[config.mk]
export PLATFORM = sky130hd
export DESIGN_NAME = button_press_classifier
export DESIGN_NICKNAME = d
export VERILOG_FILES = /design/src/rtl/button_press_classifier_pkg.sv /design/src/rtl/button_press_classifier_edge_detect.sv /design/src/rtl/button_press_classifier.sv
export SDC_FILE = /design/constraint.sdc
export NUM_CORES = 1
export LEC_CHECK = 0
export ABC_AREA = 1
export CORE_MARGIN = 2
export CORE_UTILIZATION = 25
export CTS_CLUSTER_SIZE = 14
export DETAILED_ROUTE_END_ITERATION = 6
export GPL_ROUTABILITY_DRIVEN = 0
export HOLD_SLACK_MARGIN = 0.03
export PLACE_DENSITY = 0.45
export SYNTH_ARGS = -nofsm -noshare
export SYNTH_HDL_FRONTEND = slang
export SYNTH_SLANG_ARGS = --single-unit
[constraint.sdc]
create_clock -name clk -period 5.4 [get_ports clk]
set_input_delay 1.08 -clock clk [delete_from_list [all_inputs] [get_ports clk]]
set_output_delay 1.08 -clock clk [all_outputs]
set_load 0.01 [all_outputs]
[src/rtl/button_press_classifier_pkg.sv]
// Shared definitions for the button gesture classifier: FSM states, event bundle,
// counter width and the default 50 MHz board timing also used by the debounce stage.
package button_press_classifier_pkg;

  localparam int unsigned CNT_W        = 32;
  localparam int unsigned BOARD_CLK_HZ = 50_000_000;

  // 2 s long press, 400 ms double-press gap, 200 ms auto-repeat at 50 MHz
  localparam int unsigned DEFAULT_LONG_CYCLES       = 2 * BOARD_CLK_HZ;
  localparam int unsigned DEFAULT_DOUBLE_GAP_CYCLES = (2 * BOARD_CLK_HZ) / 5;
  localparam int unsigned DEFAULT_REPEAT_CYCLES     = BOARD_CLK_HZ / 5;

  typedef enum logic [2:0] {
    ST_IDLE      = 3'd0,
    ST_PRESS1    = 3'd1,
    ST_WAIT_GAP  = 3'd2,
    ST_PRESS2    = 3'd3,
    ST_LONG_HELD = 3'd4
  } state_e;

  typedef struct packed {
    logic short_press;
    logic double_press;
    logic long_press;
    logic repeat_tick;
  } event_t;

  function automatic logic [CNT_W-1:0] sat_inc(input logic [CNT_W-1:0] value);
    return (&value) ? value : value + CNT_W'(1);
  endfunction

endpackage

[src/rtl/button_press_classifier_edge_detect.sv]
// Edge register for the debounced button level: combinational rise/fall for the FSM
// and registered one-cycle press/release pulses for the outside world.
module button_press_classifier_edge_detect (
  input  logic clk,
  input  logic rst_n,
  input  logic debounced,
  output logic rise,
  output logic fall,
  output logic press_pulse,
  output logic release_pulse
);

  logic prev_q;
  logic prev_d;
  logic press_q;
  logic press_d;
  logic release_q;
  logic release_d;

  always_comb begin
    prev_d    = debounced;
    rise      = debounced & ~prev_q;
    fall      = ~debounced & prev_q;
    press_d   = rise;
    release_d = fall;
  end

  // prev resets to 0 so a button held through reset reads as a fresh press
  always_ff @(posedge clk or negedge rst_n) begin
    if (!rst_n) begin
      prev_q    <= 1'b0;
      press_q   <= 1'b0;
      release_q <= 1'b0;
    end else begin
      prev_q    <= prev_d;
      press_q   <= press_d;
      release_q <= release_d;
    end
  end

  assign press_pulse   = press_q;
  assign release_pulse = release_q;

endmodule

[src/rtl/button_press_classifier.sv]
// Classifies debounced button gestures into short, double, long and auto-repeat
// events, each emitted as a registered one-cycle pulse.
module button_press_classifier
  import button_press_classifier_pkg::*;
#(
  parameter int unsigned LONG_CYCLES       = DEFAULT_LONG_CYCLES,
  parameter int unsigned DOUBLE_GAP_CYCLES = DEFAULT_DOUBLE_GAP_CYCLES,
  parameter int unsigned REPEAT_CYCLES     = DEFAULT_REPEAT_CYCLES
) (
  input  logic clk,
  input  logic rst_n,
  input  logic debounced,
  output logic press_pulse,
  output logic release_pulse,
  output logic short_press,
  output logic double_press,
  output logic long_press,
  output logic repeat_tick
);

  // Events are registered, so each decision is taken one count before its target cycle
  localparam logic [CNT_W-1:0] LONG_LAST   = CNT_W'(LONG_CYCLES - 1);
  localparam logic [CNT_W-1:0] GAP_LAST    = CNT_W'(DOUBLE_GAP_CYCLES - 1);
  localparam logic [CNT_W-1:0] REPEAT_LAST = CNT_W'(REPEAT_CYCLES - 1);
  localparam logic             GAP_EN      = (DOUBLE_GAP_CYCLES != 0);

  logic rise;
  logic fall;

  state_e           state_q;
  state_e           state_d;
  logic [CNT_W-1:0] cnt_q;
  logic [CNT_W-1:0] cnt_d;
  logic             restart;
  event_t           ev_q;
  event_t           ev_d;

  button_press_classifier_edge_detect u_edge (
    .clk           (clk),
    .rst_n         (rst_n),
    .debounced     (debounced),
    .rise          (rise),
    .fall          (fall),
    .press_pulse   (press_pulse),
    .release_pulse (release_pulse)
  );

  always_ff @(posedge clk or negedge rst_n) begin
    if (!rst_n) begin
      state_q <= ST_IDLE;
      cnt_q   <= '0;
      ev_q    <= '0;
    end else begin
      state_q <= state_d;
      cnt_q   <= cnt_d;
      ev_q    <= ev_d;
    end
  end

  // A repeat tick re-enters LONG_HELD, restarting the count for the next period
  always_comb begin
    state_d = state_q;
    restart = 1'b0;
    case (state_q)
      ST_IDLE: begin
        if (rise) state_d = ST_PRESS1;
      end
      ST_PRESS1: begin
        if (fall)                    state_d = GAP_EN ? ST_WAIT_GAP : ST_IDLE;
        else if (cnt_q == LONG_LAST) state_d = ST_LONG_HELD;
      end
      ST_WAIT_GAP: begin
        if (rise)                   state_d = ST_PRESS2;
        else if (cnt_q == GAP_LAST) state_d = ST_IDLE;
      end
      ST_PRESS2: begin
        if (fall) state_d = ST_IDLE;
      end
      ST_LONG_HELD: begin
        if (fall)                      state_d = ST_IDLE;
        else if (cnt_q == REPEAT_LAST) restart = 1'b1;
      end
      default: state_d = ST_IDLE;
    endcase
    cnt_d = ((state_d != state_q) || restart) ? '0 : sat_inc(cnt_q);
  end

  // A rise arriving on the gap's last count wins over the pending short press
  always_comb begin
    ev_d = '0;
    case (state_q)
      ST_PRESS1: begin
        if (fall)                    ev_d.short_press = ~GAP_EN;
        else if (cnt_q == LONG_LAST) ev_d.long_press  = 1'b1;
      end
      ST_WAIT_GAP: begin
        if (!rise && (cnt_q == GAP_LAST)) ev_d.short_press = 1'b1;
      end
      ST_PRESS2: begin
        if (fall) ev_d.double_press = 1'b1;
      end
      ST_LONG_HELD: begin
        if (!fall && (cnt_q == REPEAT_LAST)) ev_d.repeat_tick = 1'b1;
      end
      default: ev_d = '0;
    endcase
  end

  assign short_press  = ev_q.short_press;
  assign double_press = ev_q.double_press;
  assign long_press   = ev_q.long_press;
  assign repeat_tick  = ev_q.repeat_tick;

endmodule

# [Word-level counts from Yosys, hierarchy flattened]
# Index checks and enable logic that the tools add are counted.
[op_classes] reduce_logical=8 bitwise=4 n_mux=21 eq_ne=9 add_sub_neg=1
[op_table] cell="32-bit 2-to-1 mux" n=2
[op_table] cell="32-bit by 1-bit adder with 32-bit output (second input constant)" n=1
[op_table] cell="32-bit by 24-bit equality test with 1-bit output (second input constant)" n=1
[op_table] cell="32-bit by 25-bit equality test with 1-bit output (second input constant)" n=1
[op_table] cell="32-bit by 27-bit equality test with 1-bit output (second input constant)" n=1
[op_table] cell="32-bit AND reduction" n=1
[op_table] cell="3-bit 2-to-1 mux" n=6
[op_table] cell="1-bit 2-to-1 mux" n=12
[op_table] cell="3-bit case mux with 4 select lines" n=1
[op_table] cell="3-bit by 2-bit equality test with 1-bit output (second input constant)" n=2
[op_table] cell="3-bit by 1-bit equality test with 1-bit output (second input constant)" n=1
[op_table] cell="3-bit equality test (second input constant)" n=1
[op_table] cell="3-bit logical NOT" n=1
[op_table] cell="3-bit inequality test" n=1
[op_table] cell="1-bit bitwise AND" n=2
[op_table] cell="1-bit logical AND" n=2
[op_table] cell="1-bit logical NOT" n=2
[op_table] cell="2-bit inequality test (second input constant)" n=1
[op_table] cell="1-bit inverter" n=2
[op_table] cell="2-bit OR reduction" n=1
[op_table] cell="1-bit logical OR" n=1
[word_totals] word_cells=52 output_inout_bits=6 register_bits=42 in_bits=3

# [Depth between registers and ports, before layout]
# Gate-level depths: netlist of run 1.
[logic_depth] word_depth=7 ltp_mapped=14 mapped_depth_nobuf=12

# [Cells and area by module]
# From an unflattened synthesis of run 1, not the netlist that was laid out.
[unflattened] cells_unflattened=387 area_unflattened_um2=2746.4
[by_module_without_submodules] mod="button_press_classifier" area_per_inst_um2=2656.3 cells_per_inst=380 n_inst=1 seq_area_each_um2=975.9
[by_module_without_submodules] mod="button_press_classifier_edge_detect" area_per_inst_um2=90.1 cells_per_inst=7 n_inst=1 seq_area_each_um2=75.1

# [Worst setup path before layout of run 1]
# No wires, ideal clock.
[synth_timing] path_kind="input port to flip-flop" from="in debounced" to="reg cnt_q[19]" setup_ps=69 arrival_ps=2291 path_stages=11 slack_ps=3040 required_time_ps=5331 n_path_buf=2 cell_sequence="inv_1 nand2_1 inv_1 nor2_1 a31oi_1 nand3_2 a21oi_4 nand2_2 buf_6 buf_8 nor2_2"
[synth_via] elab_chain_len=7 word_cells_on_any_way=14 cone_classes="eq/ne (2); mux (8); bitwise (3); reduce/logical (1)"
[synth_lines] item="start, declared" line_no="button_press_classifier.sv:12" source="input logic debounced,"
[synth_lines] item="1-bit inverter *" line_no="button_press_classifier_edge_detect.sv:23" source="fall = ~debounced & prev_q;"
[synth_lines] item="1-bit bitwise AND *" line_no="button_press_classifier_edge_detect.sv:23"
[synth_lines] item="net fall" line_no="button_press_classifier.sv:28" source="logic fall;"
[synth_lines] item="3-bit 2-to-1 mux, on equally long branches" line_no="button_press_classifier.sv:77, button_press_classifier.sv:80, button_press_classifier.sv:69"
[synth_lines] item="3-bit case mux with 4 select lines" line_no="button_press_classifier.sv:64" source="case (state_q)"
[synth_lines] item="3-bit inequality test" line_no="button_press_classifier.sv:85" source="cnt_d = ((state_d != state_q) || restart) ? '0 : sat_inc(cnt_q);"
[synth_lines] item="1-bit logical OR *" line_no="button_press_classifier.sv:85"
[synth_lines] item="2-bit inequality test (no source line) / 32-bit 2-to-1 mux (equally long branches)"
[synth_lines] item="end signal, assigned" line_no="button_press_classifier.sv:55" source="cnt_q <= cnt_d;"
[synth_lines] item="end, declared" line_no="button_press_classifier.sv:32" source="logic [CNT_W-1:0] cnt_q;"
# The timed path passes the listed nets; every way through them passes the cells marked *.
# A chain may end at the register's enable or synchronous reset.

# [Worst setup path after layout of run 1]
[layout_timing] from="in debounced" to="reg cnt_q[5]"
[layout_via] elab_chain_len=7 word_cells_on_any_way=14 cone_classes="eq/ne (2); mux (8); bitwise (3); reduce/logical (1)"
[layout_lines] item="1-bit inverter *" line_no="button_press_classifier_edge_detect.sv:23"
[layout_lines] item="1-bit bitwise AND *" line_no="button_press_classifier_edge_detect.sv:23"
[layout_lines] item="net fall" line_no="button_press_classifier.sv:28"
[layout_lines] item="3-bit 2-to-1 mux, on equally long branches" line_no="button_press_classifier.sv:77, button_press_classifier.sv:80, button_press_classifier.sv:69"
[layout_lines] item="3-bit case mux with 4 select lines *" line_no="button_press_classifier.sv:64"
[layout_lines] item="net state_d[0]" line_no="button_press_classifier.sv:31" source="state_e state_d;"
[layout_lines] item="3-bit inequality test *" line_no="button_press_classifier.sv:85"
[layout_lines] item="1-bit logical OR *" line_no="button_press_classifier.sv:85"
[layout_lines] item="2-bit inequality test (no source line) / 32-bit 2-to-1 mux (equally long branches)"
# Marked as above.

==> summary.md, run 1 <==
| Metric | Value |
|---|---|
| Most common cell in the synthesized netlist | sky130_fd_sc_hd__nand2_1 |
| Number of antenna violations at the first check in global routing | 0 |
| Leakage power | 1.30 nW |
| Post-Route WL | ~6700 um |
| Syn. warnings | 0 |
| Count of non-filler cells in the finished layout | 520 |
| Most used cell, CP | sky130_fd_sc_hd__nand2_1 |
| Worst path bufs/invs | 3 |
| Max-cap check violation count | 0 |
| WP data arrival | between 3 and 4 ns |
| Final count of pins violating max slew | 0 |
| Top post-synthesis cells by count | 80 x sky130_fd_sc_hd__nand2_1, 73 x sky130_fd_sc_hd__nor2_1, 54 x sky130_fd_sc_hd__inv_1 |
| Maximum level of the CTS H-tree | 2 |
| Total clock sinks | 42 |
| Wire length per cell | between 10 and 15 um |
| Depth of the worst hold-timing path | 1 |
| Buffers on Ports | 8 |
| Post-DR vias/cell | between 4 and 5 |
| VDD IR max | ~0.12 mV |
| GRT Residual Overflow | 0 |
| First-pass detailed-route iteration total | 4 |
| Data required time at the worst endpoint | around 5.6 ns |
| Die span in y | roughly 110 um |
| Post-DP HPWL | about 5200 um |
| Fraction of synthesized cell area taken by the top area cell type | ~40% |
| Global-route wire length before repair | 11,700 um |
| Post CTS Setup Buffer Count | 0 |
| End point of the worst hold path | u_edge.press_pulse |
| Class of the worst hold path | reg2reg |
| Deepest clock path buffer count | 2 |
| Proportion of layout cells with a drive suffix above 1 | approximately 8.3% |
| Post-synth cell types | 28 |
| Clock tree skew after final layout | 0.00990 ns |
| Worst setup slack after placement | between 2 and 2.5 ns |
| Share of async-settable or async-resettable flops after synthesis | 100% |
| Inserted Diodes | 0 |
| 1st-iter DRT viols | 140 |
| Slowest stage delay, CP | approximately 0.48 ns |
| Cell types occupying the most area after synthesis | sky130_fd_sc_hd__dfrtp_1 40%, sky130_fd_sc_hd__nand2_1 11%, sky130_fd_sc_hd__nor2_1 10% |
| Cell family with the largest share of critical-path delay | simple AND/OR/NAND/NOR gates |
| Worst Reg2Reg Path Length in Cells | 10 |
| FF-to-FF setup slack | 2.71 ns |
| WHS | around 0.47 ns |
| Synthesized netlist net count | between 300 and 400 |
| Launch instance of the worst min-delay path | u_edge.prev_q |
| Ports | 9 |
| TritonCTS clock tree | yes |
| Slowest-stage cell, CP | sky130_fd_sc_hd__clkdlybuf4s50_1 |
| Post-synthesis instance area | 0.00263 mm2 |
| Die Width | 107 um |
| Time the final worst path needs with I/O delays and setup | 3.01 ns |
| Kind of end point of the critical path | flop |
| Floorplan Core Area | 0.0103 mm2 |
| Highest fanout seen on the critical path | 29 |
| Setup slack after layout | approximately 2.4 ns |
| Number of setup violations in the final report | 0 |
| Highest Clock Rate | 332 MHz |
| Maximum number of pins on one net before global-route repair | between 40 and 50 |
| CTS Root Buffer Type | sky130_fd_sc_hd__clkbuf_8 |
| Total placed cells including tap cells | between 500 and 600 |
| Setup TNS after final layout | 0 ns |
| Number of nets with antenna violations after detailed routing | 0 |
| Number of enable flip-flop cells after synthesis | 0 |
| Max-slew headroom | a little over a third |
| Final hold vios | 0 |
| Kind of start point of the critical path | input pin |
| Post-CTS clock slew at the launch and capture registers of the worst setup and hold paths | about 0.090 ns |
| Number of synthesized register bits | 42 |
| Power consumption | between 700 and 800 uW |
| Die Area | 0.0114 mm2 |
| DRC errors left | 0 |
| CP Cell Sequence | clkdlybuf4s50_1, inv_1, nand2_1, inv_1, nor2_1, nand2_2, nand2_1, nand2_1, a21oi_4, nand2_2, nor2_1 |
| Worst r2r src | cnt_q[0] |
| Mean area per synthesized cell | 7.07 um2 |
| Cells after Synth | ~370 |
| Worst-margin pin slew | about 0.97 ns |
| Crit Path Category | in2reg |
| Effective utilization at floorplan | around a quarter |
| Cell Rows | 37 |
| Areal power density over the cells | roughly 270 mW/mm2 |
| Via count of the first global-routing pass | 2,441 |
| Cell area after placement | ~0.0028 mm2 |
| Flip-flop cell with the highest count after synthesis | sky130_fd_sc_hd__dfrtp_1 |
| Final design instance area without fill | between 0.002 and 0.003 mm2 |
| RSZ-0062 raised after global routing | false |
| Number of buffers inserted for hold repair after clock tree synthesis | 0 |
| Global router's overall resource usage | between 10% and 20% |
| Biggest area consumer among synthesized cells | sky130_fd_sc_hd__dfrtp_1 |
| Resized Gates After CTS | 0 |
| Vias after detailed routing | about 2,300 |
| Clock latency of the later-clocked register in the worst-skew pair | between 0.2 and 0.3 ns |
| Status | completed |
| Number of CTS-inserted buffers | 5 |
| Sequential cell area fraction in the yosys report | roughly 40% |
| Final Net Count | between 300 and 400 |
| Final critical-path share of the clock period | around 56% |
| Area added between synthesis and finish | 12.1% |
| R2r endpoint | cnt_q[18] |
| Post-route core utilization | 28.7% |
cells by family after synthesis:
| kind of cell | after synthesis | share of synthesized area [%] |
|---|---|---|
| AND/OR/NAND/NOR | 238 | 41.3 |
| XOR/XNOR | 17 | 5.66 |
| adder cells (fa/ha/maj) | 1 | 0.475 |
| buffers and inverters | 60 | 9.37 |
| AO/OA/AOI/OAI | 14 | 3.28 |
| flip-flops | 42 | 39.9 |
power by group:
part | internal (mW) | leakage [nW] | switching [mW] | total (mW)
logic | 0.0436 | 0.664 | 0.150 | 0.194
registers | 0.329 | 0.578 | 0.0164 | 0.346
clock network | 0.136 | 0.0579 | 0.111 | 0.248
worst register-to-register path: stages, from the launching register on:
cell and delay, ns:
sky130_fd_sc_hd__dfrtp_1 0.42, sky130_fd_sc_hd__ha_1 0.21, sky130_fd_sc_hd__inv_1 0.05, sky130_fd_sc_hd__nor2_1 0.27
sky130_fd_sc_hd__nand3_1 0.25, sky130_fd_sc_hd__nor2_2 0.24, sky130_fd_sc_hd__nand3_2 0.39, sky130_fd_sc_hd__nand2_1 0.32
sky130_fd_sc_hd__nor2_1 0.09, sky130_fd_sc_hd__xnor2_1 0.27, sky130_fd_sc_hd__nor2_4 0.06
worst max path at each step:
stage                   start        end  depth (start not counted)
detailed placement  debounced   cnt_q[6]                         11
global placement    debounced  cnt_q[23]                         11
global route        debounced   cnt_q[4]                         11
finish              debounced   cnt_q[5]                         11
floorplan           debounced  cnt_q[19]                         11
CTS                 debounced   cnt_q[6]                         11
layer usage:
layer	GRT usage, %	share of wire [%]	vias up
met5	0	0	-
met4	4.08	1.7	0
met3	2.98	4.3	13
met2	21.8	46	44
met1	16.7	48	1052
li1	-	-	1187
placed cells by master, fill, tap and decap left out, types with 3 or more instances in the layout:
| master | count |
|---|---|
| sky130_fd_sc_hd__nand2_1 | 80 |
| sky130_fd_sc_hd__nor2_1 | 73 |
| sky130_fd_sc_hd__inv_1 | 54 |
| sky130_fd_sc_hd__dfrtp_1 | 42 |
| sky130_fd_sc_hd__nand3_1 | 37 |
| sky130_fd_sc_hd__xor2_1 | 15 |
| sky130_fd_sc_hd__nand4_1 | 12 |
| sky130_fd_sc_hd__nor3_1 | 10 |
| sky130_fd_sc_hd__o21ai_0 | 9 |
| sky130_fd_sc_hd__nor2_2 | 8 |
| sky130_fd_sc_hd__clkdlybuf4s50_1 | 7 |
| sky130_fd_sc_hd__nor2_4 | 6 |
| sky130_fd_sc_hd__clkbuf_8 | 5 |
| sky130_fd_sc_hd__nand2_2 | 4 |
| sky130_fd_sc_hd__nor4_1 | 3 |
registers in the layout (all words and copies together), names as in the netlist:
signal,flops
u_edge.press_pulse,1
cnt_q,32
short_press,1
long_press,1
u_edge.prev_q,1
double_press,1
repeat_tick,1
state_q,3
u_edge.release_pulse,1
final cells by class:
type                            instances  area (um2)
Fill cell                            1141        7330
Clock inverter                          3        40.0
Timing Repair Buffer                    8        75.1
Tap cell                              136         170
Multi-Input combinational cell        270        1330
Clock buffer                            5        68.8
Sequential cell                        42        1050
Inverter                               56         210
Power figures use the tool's default switching activity.
==> inputs of run 2 (changes only) <==
==> constraint.sdc (replaced) <==
create_clock -name clk -period 3.1 [get_ports clk]
set_input_delay 0.62 -clock clk [delete_from_list [all_inputs] [get_ports clk]]
set_output_delay 0.62 -clock clk [all_outputs]
set_load 0.01 [all_outputs]
==> summary.md, run 2 (synthesized netlist as in run 1, its figures left out) <==
| Metric | Value |
|---|---|
| Maximum number of pins on one net before global-route repair | 43 |
| Number of setup violations in the final report | 0 |
| Time the final worst path needs with I/O delays and setup | roughly 2.4 ns |
| Slowest-stage cell, CP | sky130_fd_sc_hd__dfrtp_1 |
| Max-cap check violation count | 0 |
| Resized Gates After CTS | 0 |
| Flip-flop count of the largest register after layout | 32 |
| Buffers on Ports | 8 |
| Class of the worst hold path | reg2reg |
| Final design instance area without fill | between 0.002 and 0.003 mm2 |
| Post-CTS clock slew at the launch and capture registers of the worst setup and hold paths | about 0.090 ns |
| Count of non-filler cells in the finished layout | between 500 and 600 |
| WHS | around 0.47 ns |
| Switching share of power | between 30% and 40% |
| Post-Route WL | roughly 7000 um |
| Floorplan Core Area | about 0.010 mm2 |
| Effective utilization at floorplan | about 26% |
| Data required time at the worst endpoint | 3.27 ns |
| Biggest registers after layout | cnt_q: 32 flops, state_q: 3 flops |
| Total clock sinks | 42 |
| Areal power density over the cells | around 470 mW/mm2 |
| Number of CTS-inserted buffers | 5 |
| Post-route core utilization | 28.8% |
| Ports | 9 |
| Via count of the first global-routing pass | 2,324 |
| Clock tree skew after final layout | around 0.0077 ns |
| Status | completed |
| Setup TNS after final layout | 0 ns |
| RSZ-0062 raised after global routing | false |
| Global-route wire length before repair | between 10,000 and 15,000 um |
| WP data arrival | roughly 2.6 ns |
| Die Width | ~110 um |
| Post-DR vias/cell | roughly 4.4 |
| Post-DP HPWL | about 5300 um |
| Clock network power share | 31.3% |
| Combinational power share | between 20% and 30% |
| Highest-count cells in the layout ignoring fill and taps | 80 x sky130_fd_sc_hd__nand2_1, 73 x sky130_fd_sc_hd__nor2_1, 54 x sky130_fd_sc_hd__inv_1, 42 x sky130_fd_sc_hd__dfrtp_1, 37 x sky130_fd_sc_hd__nand3_1 |
| GRT Residual Overflow | 0 |
| Max-slew headroom | between 30% and 40% |
| Register with the most flip-flops | cnt_q |
| 1st-iter DRT viols | 142 |
| Highest Clock Rate | about 410 MHz |
| Final hold vios | 0 |
| Inserted Diodes | 0 |
| Die Area | about 0.011 mm2 |
| Crit Path Category | reg2reg |
| VDD IR max | between 0.2 and 0.3 mV |
| Kind of end point of the critical path | flop |
| Deepest clock path buffer count | 2 |
| Number of buffers inserted for hold repair after clock tree synthesis | 0 |
| Worst path bufs/invs | 2 |
| Most used cell, CP | sky130_fd_sc_hd__nand2_1 |
| Total placed cells including tap cells | about 510 |
| Cell Rows | 37 |
| Proportion of layout cells with a drive suffix above 1 | under 10% |
| Number of antenna violations at the first check in global routing | 0 |
| Highest fanout seen on the critical path | 29 |
| Vias after detailed routing | roughly 2,300 |
| Net switching component of the power | approximately 480 uW |
| Final critical-path share of the clock period | approximately four fifths |
| Most common cell after layout, fill and taps aside | sky130_fd_sc_hd__nand2_1 |
| CP Cell Sequence | ha_1, inv_1, nor2_1, nand2_1, nor2_1, nand2_1, nand2_2, nand2_1, nand2_1, a21oi_4, nand2_2, buf_4, nor2_1 |
| Leakage power | 1.31 nW |
| Cell family with the largest share of critical-path delay | simple AND/OR/NAND/NOR gates |
| Die span in y | 107 um |
| Slowest stage delay, CP | between 0.4 and 0.5 ns |
| Reg power frac | roughly 44% |
| Area added between synthesis and finish | 12.6% |
| Cell area after placement | 0.00286 mm2 |
| Clock latency of the later-clocked register in the worst-skew pair | 0.29 ns |
| Internal Dissipation | 900 uW |
| Wire length per cell | 13.1 um |
| CTS Root Buffer Type | sky130_fd_sc_hd__clkbuf_8 |
| Post CTS Setup Buffer Count | 0 |
| TritonCTS clock tree | yes |
| Worst-margin pin slew | 0.973 ns |
| Maximum level of the CTS H-tree | 2 |
| DRC errors left | 0 |
| First-pass detailed-route iteration total | 4 |
| Final count of pins violating max slew | 0 |
| Number of nets with antenna violations after detailed routing | 0 |
| Global router's overall resource usage | 12.9% |
| Kind of start point of the critical path | flop |
| Final Net Count | ~390 |
| Layout filler cell count | around 1,200 |
==> run 2: per-stage QoR <==
step / power (mW) / worst slack [ns]
2_1_floorplan: 0.937 / 1.18
3_3_place_gp: 0.970 / 0.525
3_5_place_dp: 0.972 / 0.455
4_1_cts: 1.41 / 0.626
5_1_grt: 1.48 / 0.311
6_report: 1.38 / 0.651
==> run 2: area by class of cell <==
type,instances,area [um2],area share (%)
clock inverters,3,40.0,1.35
multi-input cells,270,1330,45.0
clock buffers,5,68.8,2.32
inverters,56,210,7.09
well taps,136,170,5.74
flip-flops and latches,42,1050,35.5
repair buffers,10,90.1,3.04
==> run 2: power groups by stage <==
stage | logic, mW | clock network, mW | registers (mW)
after global routing | 0.398 | 0.471 | 0.607
after detailed placement | 0.358 | 0 | 0.614
final | 0.349 | 0.434 | 0.602
after floorplan | 0.329 | 0 | 0.608
after global placement | 0.356 | 0 | 0.615
after CTS | 0.358 | 0.448 | 0.602
==> run 2: worst reg2reg max path, stage by stage, from the launching register on <==
cell	delay, ns
sky130_fd_sc_hd__dfrtp_1	0.42
sky130_fd_sc_hd__ha_1	0.22
sky130_fd_sc_hd__inv_1	0.05
sky130_fd_sc_hd__nor2_1	0.28
sky130_fd_sc_hd__nand2_1	0.13
sky130_fd_sc_hd__nor2_1	0.26
sky130_fd_sc_hd__nand2_1	0.11
sky130_fd_sc_hd__nand2_2	0.08
sky130_fd_sc_hd__nand2_1	0.07
sky130_fd_sc_hd__nand2_1	0.11
sky130_fd_sc_hd__a21oi_4	0.08
sky130_fd_sc_hd__nand2_2	0.05
sky130_fd_sc_hd__buf_4	0.38
sky130_fd_sc_hd__nor2_1	0.10
==> run 2: path summary, 6_finish.rpt <==
path                       slack [ns]  cells past startpoint          start                  to
max in group asynchronous        2.02                      1          rst_n           cnt_q[20]
setup / recovery                 0.65                     13       cnt_q[0]           cnt_q[22]
hold / removal                   0.47                      1  u_edge.prev_q  u_edge.press_pulse
setup reg to reg                 0.65                     13       cnt_q[0]           cnt_q[22]
hold reg to reg                  0.47                      1  u_edge.prev_q  u_edge.press_pulse
min in group asynchronous        0.48                      1          rst_n            cnt_q[1]
==> run 2: per-layer routing <==
layer | up-vias | GRT usage (%) | share of wire [%]
li1 | 1188 | - | -
met5 | - | 0 | 0
met4 | 0 | 3.34 | 1.1
met3 | 6 | 2.13 | 3.4
met1 | 1074 | 17.4 | 50
met2 | 33 | 21.7 | 46
==> inputs of run 3 (changes only) <==
==> constraint.sdc (replaced) <==
create_clock -name clk -period 2.3 [get_ports clk]
set_input_delay 0.46 -clock clk [delete_from_list [all_inputs] [get_ports clk]]
set_output_delay 0.46 -clock clk [all_outputs]
set_load 0.01 [all_outputs]
==> summary.md, run 3 (synthesized netlist as in run 1, its figures left out) <==
| Metric | Value |
|---|---|
| Status | completed |
| Vias after detailed routing | ~2,400 |
| Count of non-filler cells in the finished layout | roughly 530 |
| CP Cell Sequence | ha_1, inv_1, nor2_2, nand3_1, nor2_2, nand3_4, nand2_1, nor2_1, xnor2_1, nor2_4 |
| Ports | 9 |
| Slowest-stage cell, CP | sky130_fd_sc_hd__dfrtp_1 |
| Worst r2r src | cnt_q[1] |
| Number of CTS-inserted buffers | 5 |
| RSZ-0062 raised after global routing | false |
| Post-DP HPWL | 5480 um |
| Via count of the first global-routing pass | roughly 2,400 |
| Clock network power share | about a quarter |
| Number of setup violations in the final report | 0 |
| Class of the worst hold path | in2async |
| Final critical-path share of the clock period | slightly above 90% |
| Proportion of layout cells with a drive suffix above 1 | around an eighth |
| Die Area | between 0.01 and 0.015 mm2 |
| Clock latency of the later-clocked register in the worst-skew pair | ~0.3 ns |
| Final hold vios | 0 |
| Max-slew headroom | roughly two thirds |
| Final Net Count | 400 |
| Most common cell after layout, fill and taps aside | sky130_fd_sc_hd__nand2_1 |
| Data required time at the worst endpoint | approximately 2.5 ns |
| Die span in y | about 110 um |
| FF-to-FF setup slack | about 0.20 ns |
| Biggest registers after layout | cnt_q: 32 flops, state_q: 3 flops |
| Slowest stage delay, CP | 0.38 ns |
| Post-CTS clock slew at the launch and capture registers of the worst setup and hold paths | approximately 0.090 ns |
| Deepest clock path buffer count | 2 |
| Worst-margin pin slew | 0.486 ns |
| Global router's overall resource usage | between 10% and 20% |
| Worst Reg2Reg Path Length in Cells | 10 |
| Maximum level of the CTS H-tree | 2 |
| Effective utilization at floorplan | 25.6% |
| Area added between synthesis and finish | 16.6% |
| Maximum number of pins on one net before global-route repair | 21 |
| Crit Path Category | reg2reg |
| Total clock sinks | between 40 and 50 |
| Buffers on Ports | 8 |
| Cell Rows | 37 |
| Highest-count cells in the layout ignoring fill and taps | 80 x sky130_fd_sc_hd__nand2_1, 71 x sky130_fd_sc_hd__nor2_1, 54 x sky130_fd_sc_hd__inv_1, 42 x sky130_fd_sc_hd__dfrtp_1, 37 x sky130_fd_sc_hd__nand3_1 |
| VDD IR max | 0.475 mV |
| Clock tree skew after final layout | approximately 0.0055 ns |
| Combinational power share | approximately 33% |
| Worst path bufs/invs | 1 |
| Global-route wire length before repair | approximately 12,000 um |
| Cell family with the largest share of critical-path delay | simple AND/OR/NAND/NOR gates |
| Post-DR vias/cell | roughly 4.4 |
| Total placed cells including tap cells | roughly 530 |
| R2r endpoint | cnt_q[18] |
| Areal power density over the cells | 641 mW/mm2 |
| Wire length per cell | 13.1 um |
| TritonCTS clock tree | yes |
| WP data arrival | between 2 and 2.5 ns |
| Die Width | 107 um |
| Internal Dissipation | roughly 1.2 mW |
| Kind of end point of the critical path | flop |
| First-pass detailed-route iteration total | 4 |
| Most used cell, CP | sky130_fd_sc_hd__nor2_2 |
| DRC errors left | 0 |
| CTS Root Buffer Type | sky130_fd_sc_hd__clkbuf_8 |
| Max-cap check violation count | 0 |
| Layout filler cell count | 1,147 |
| Inserted Diodes | 0 |
| Leakage power | around 1.4 nW |
| Setup slack after layout | between 0.2 and 0.25 ns |
| Number of antenna violations at the first check in global routing | 0 |
| Worst setup slack after placement | -0.0452 ns |
| Reg power frac | approximately 41% |
| Flip-flop count of the largest register after layout | 32 |
| Number of buffers inserted for hold repair after clock tree synthesis | 0 |
| Time the final worst path needs with I/O delays and setup | about 2.1 ns |
| GRT Residual Overflow | 0 |
| Setup TNS after final layout | 0 ns |
| Highest fanout seen on the critical path | 12 |
| Number of nets with antenna violations after detailed routing | 0 |
| Kind of start point of the critical path | flop |
| Register with the most flip-flops | cnt_q |
| Switching share of power | 37.3% |
| Post-Route WL | 6960 um |
| Net switching component of the power | ~730 uW |
| 1st-iter DRT viols | between 150 and 200 |
| Highest Clock Rate | between 400 and 500 MHz |
| Final count of pins violating max slew | 0 |
| Floorplan Core Area | ~0.010 mm2 |
==> run 3: changes by cell type in the layout (fill, tap and decap cells not counted) <==
cell,delta
sky130_fd_sc_hd__nand3_4,+1
sky130_fd_sc_hd__buf_12,+2
sky130_fd_sc_hd__nor2_1,-2
sky130_fd_sc_hd__inv_6,+1
sky130_fd_sc_hd__buf_4,+9
sky130_fd_sc_hd__nor2_2,+2
sky130_fd_sc_hd__bufinv_16,-1
sky130_fd_sc_hd__clkinv_2,-2
sky130_fd_sc_hd__clkinvlp_4,+2
sky130_fd_sc_hd__nand3_2,-1
==> run 3: metal layers <==
metal / wire [um] / global-route usage (%) / vias to the layer above
li1: - / - / 1217
met1: 3570 / 20.7 / 1102
met2: 3090 / 20.6 / 43
met3: 208 / 2.25 / 7
met4: 86 / 3.34 / 0
met5: 0 / 0 / -
==> run 3: power groups by stage <==
stage / sequential (mW) / combinational, mW / clock (mW)
final: 0.806 / 0.642 / 0.518
after floorplan: 0.819 / 0.444 / 0
after global routing: 0.815 / 0.715 / 0.571
after global placement: 0.821 / 0.648 / 0
after CTS: 0.807 / 0.655 / 0.543
after detailed placement: 0.821 / 0.654 / 0
==> run 3: how the worst max path moves through the flow <==
| stage | from | end | slack [ns] | depth (start not counted) |
|---|---|---|---|---|
| after detailed placement | debounced | cnt_q[7] | -0.05 | 10 |
| after global placement | debounced | cnt_q[22] | -0.008 | 14 |
| after floorplan | cnt_q[0] | cnt_q[13] | 0.38 | 11 |
| after global routing | cnt_q[1] | cnt_q[18] | 0.02 | 10 |
| final | cnt_q[1] | cnt_q[18] | 0.20 | 10 |
| after CTS | cnt_q[1] | cnt_q[18] | 0.02 | 10 |
==> run 3: timing repair <==
action,4_1_cts,5_1_grt
setup endpoints to repair,0,29
gates resized for setup,0,3
buffers inserted,0,0
==> run 3: final cells by class <==
type / count / area, um2 / area share (%)
inverters: 56 / 210 / 6.85
well taps: 136 / 170 / 5.55
clock buffers: 5 / 68.8 / 2.24
flip-flops and latches: 42 / 1050 / 34.3
repair buffers: 21 / 198 / 6.44
multi-input cells: 270 / 1350 / 43.9
clock inverters: 3 / 23.8 / 0.775
==> run 3: through the flow <==
stage | hold WS (ns) | total power [mW] | utilization, % | instance area, um2
2_1_floorplan | 0.164 | 1.26 | - | 2630
3_3_place_gp | 0.452 | 1.47 | 28.8 | 2960
3_5_place_dp | 0.460 | 1.47 | 28.8 | 2960
4_1_cts | 0.123 | 2.01 | 29.7 | 3060
5_1_grt | 0.132 | 2.10 | 29.9 | 3070
6_report | 0.107 | 1.97 | 29.9 | 3070
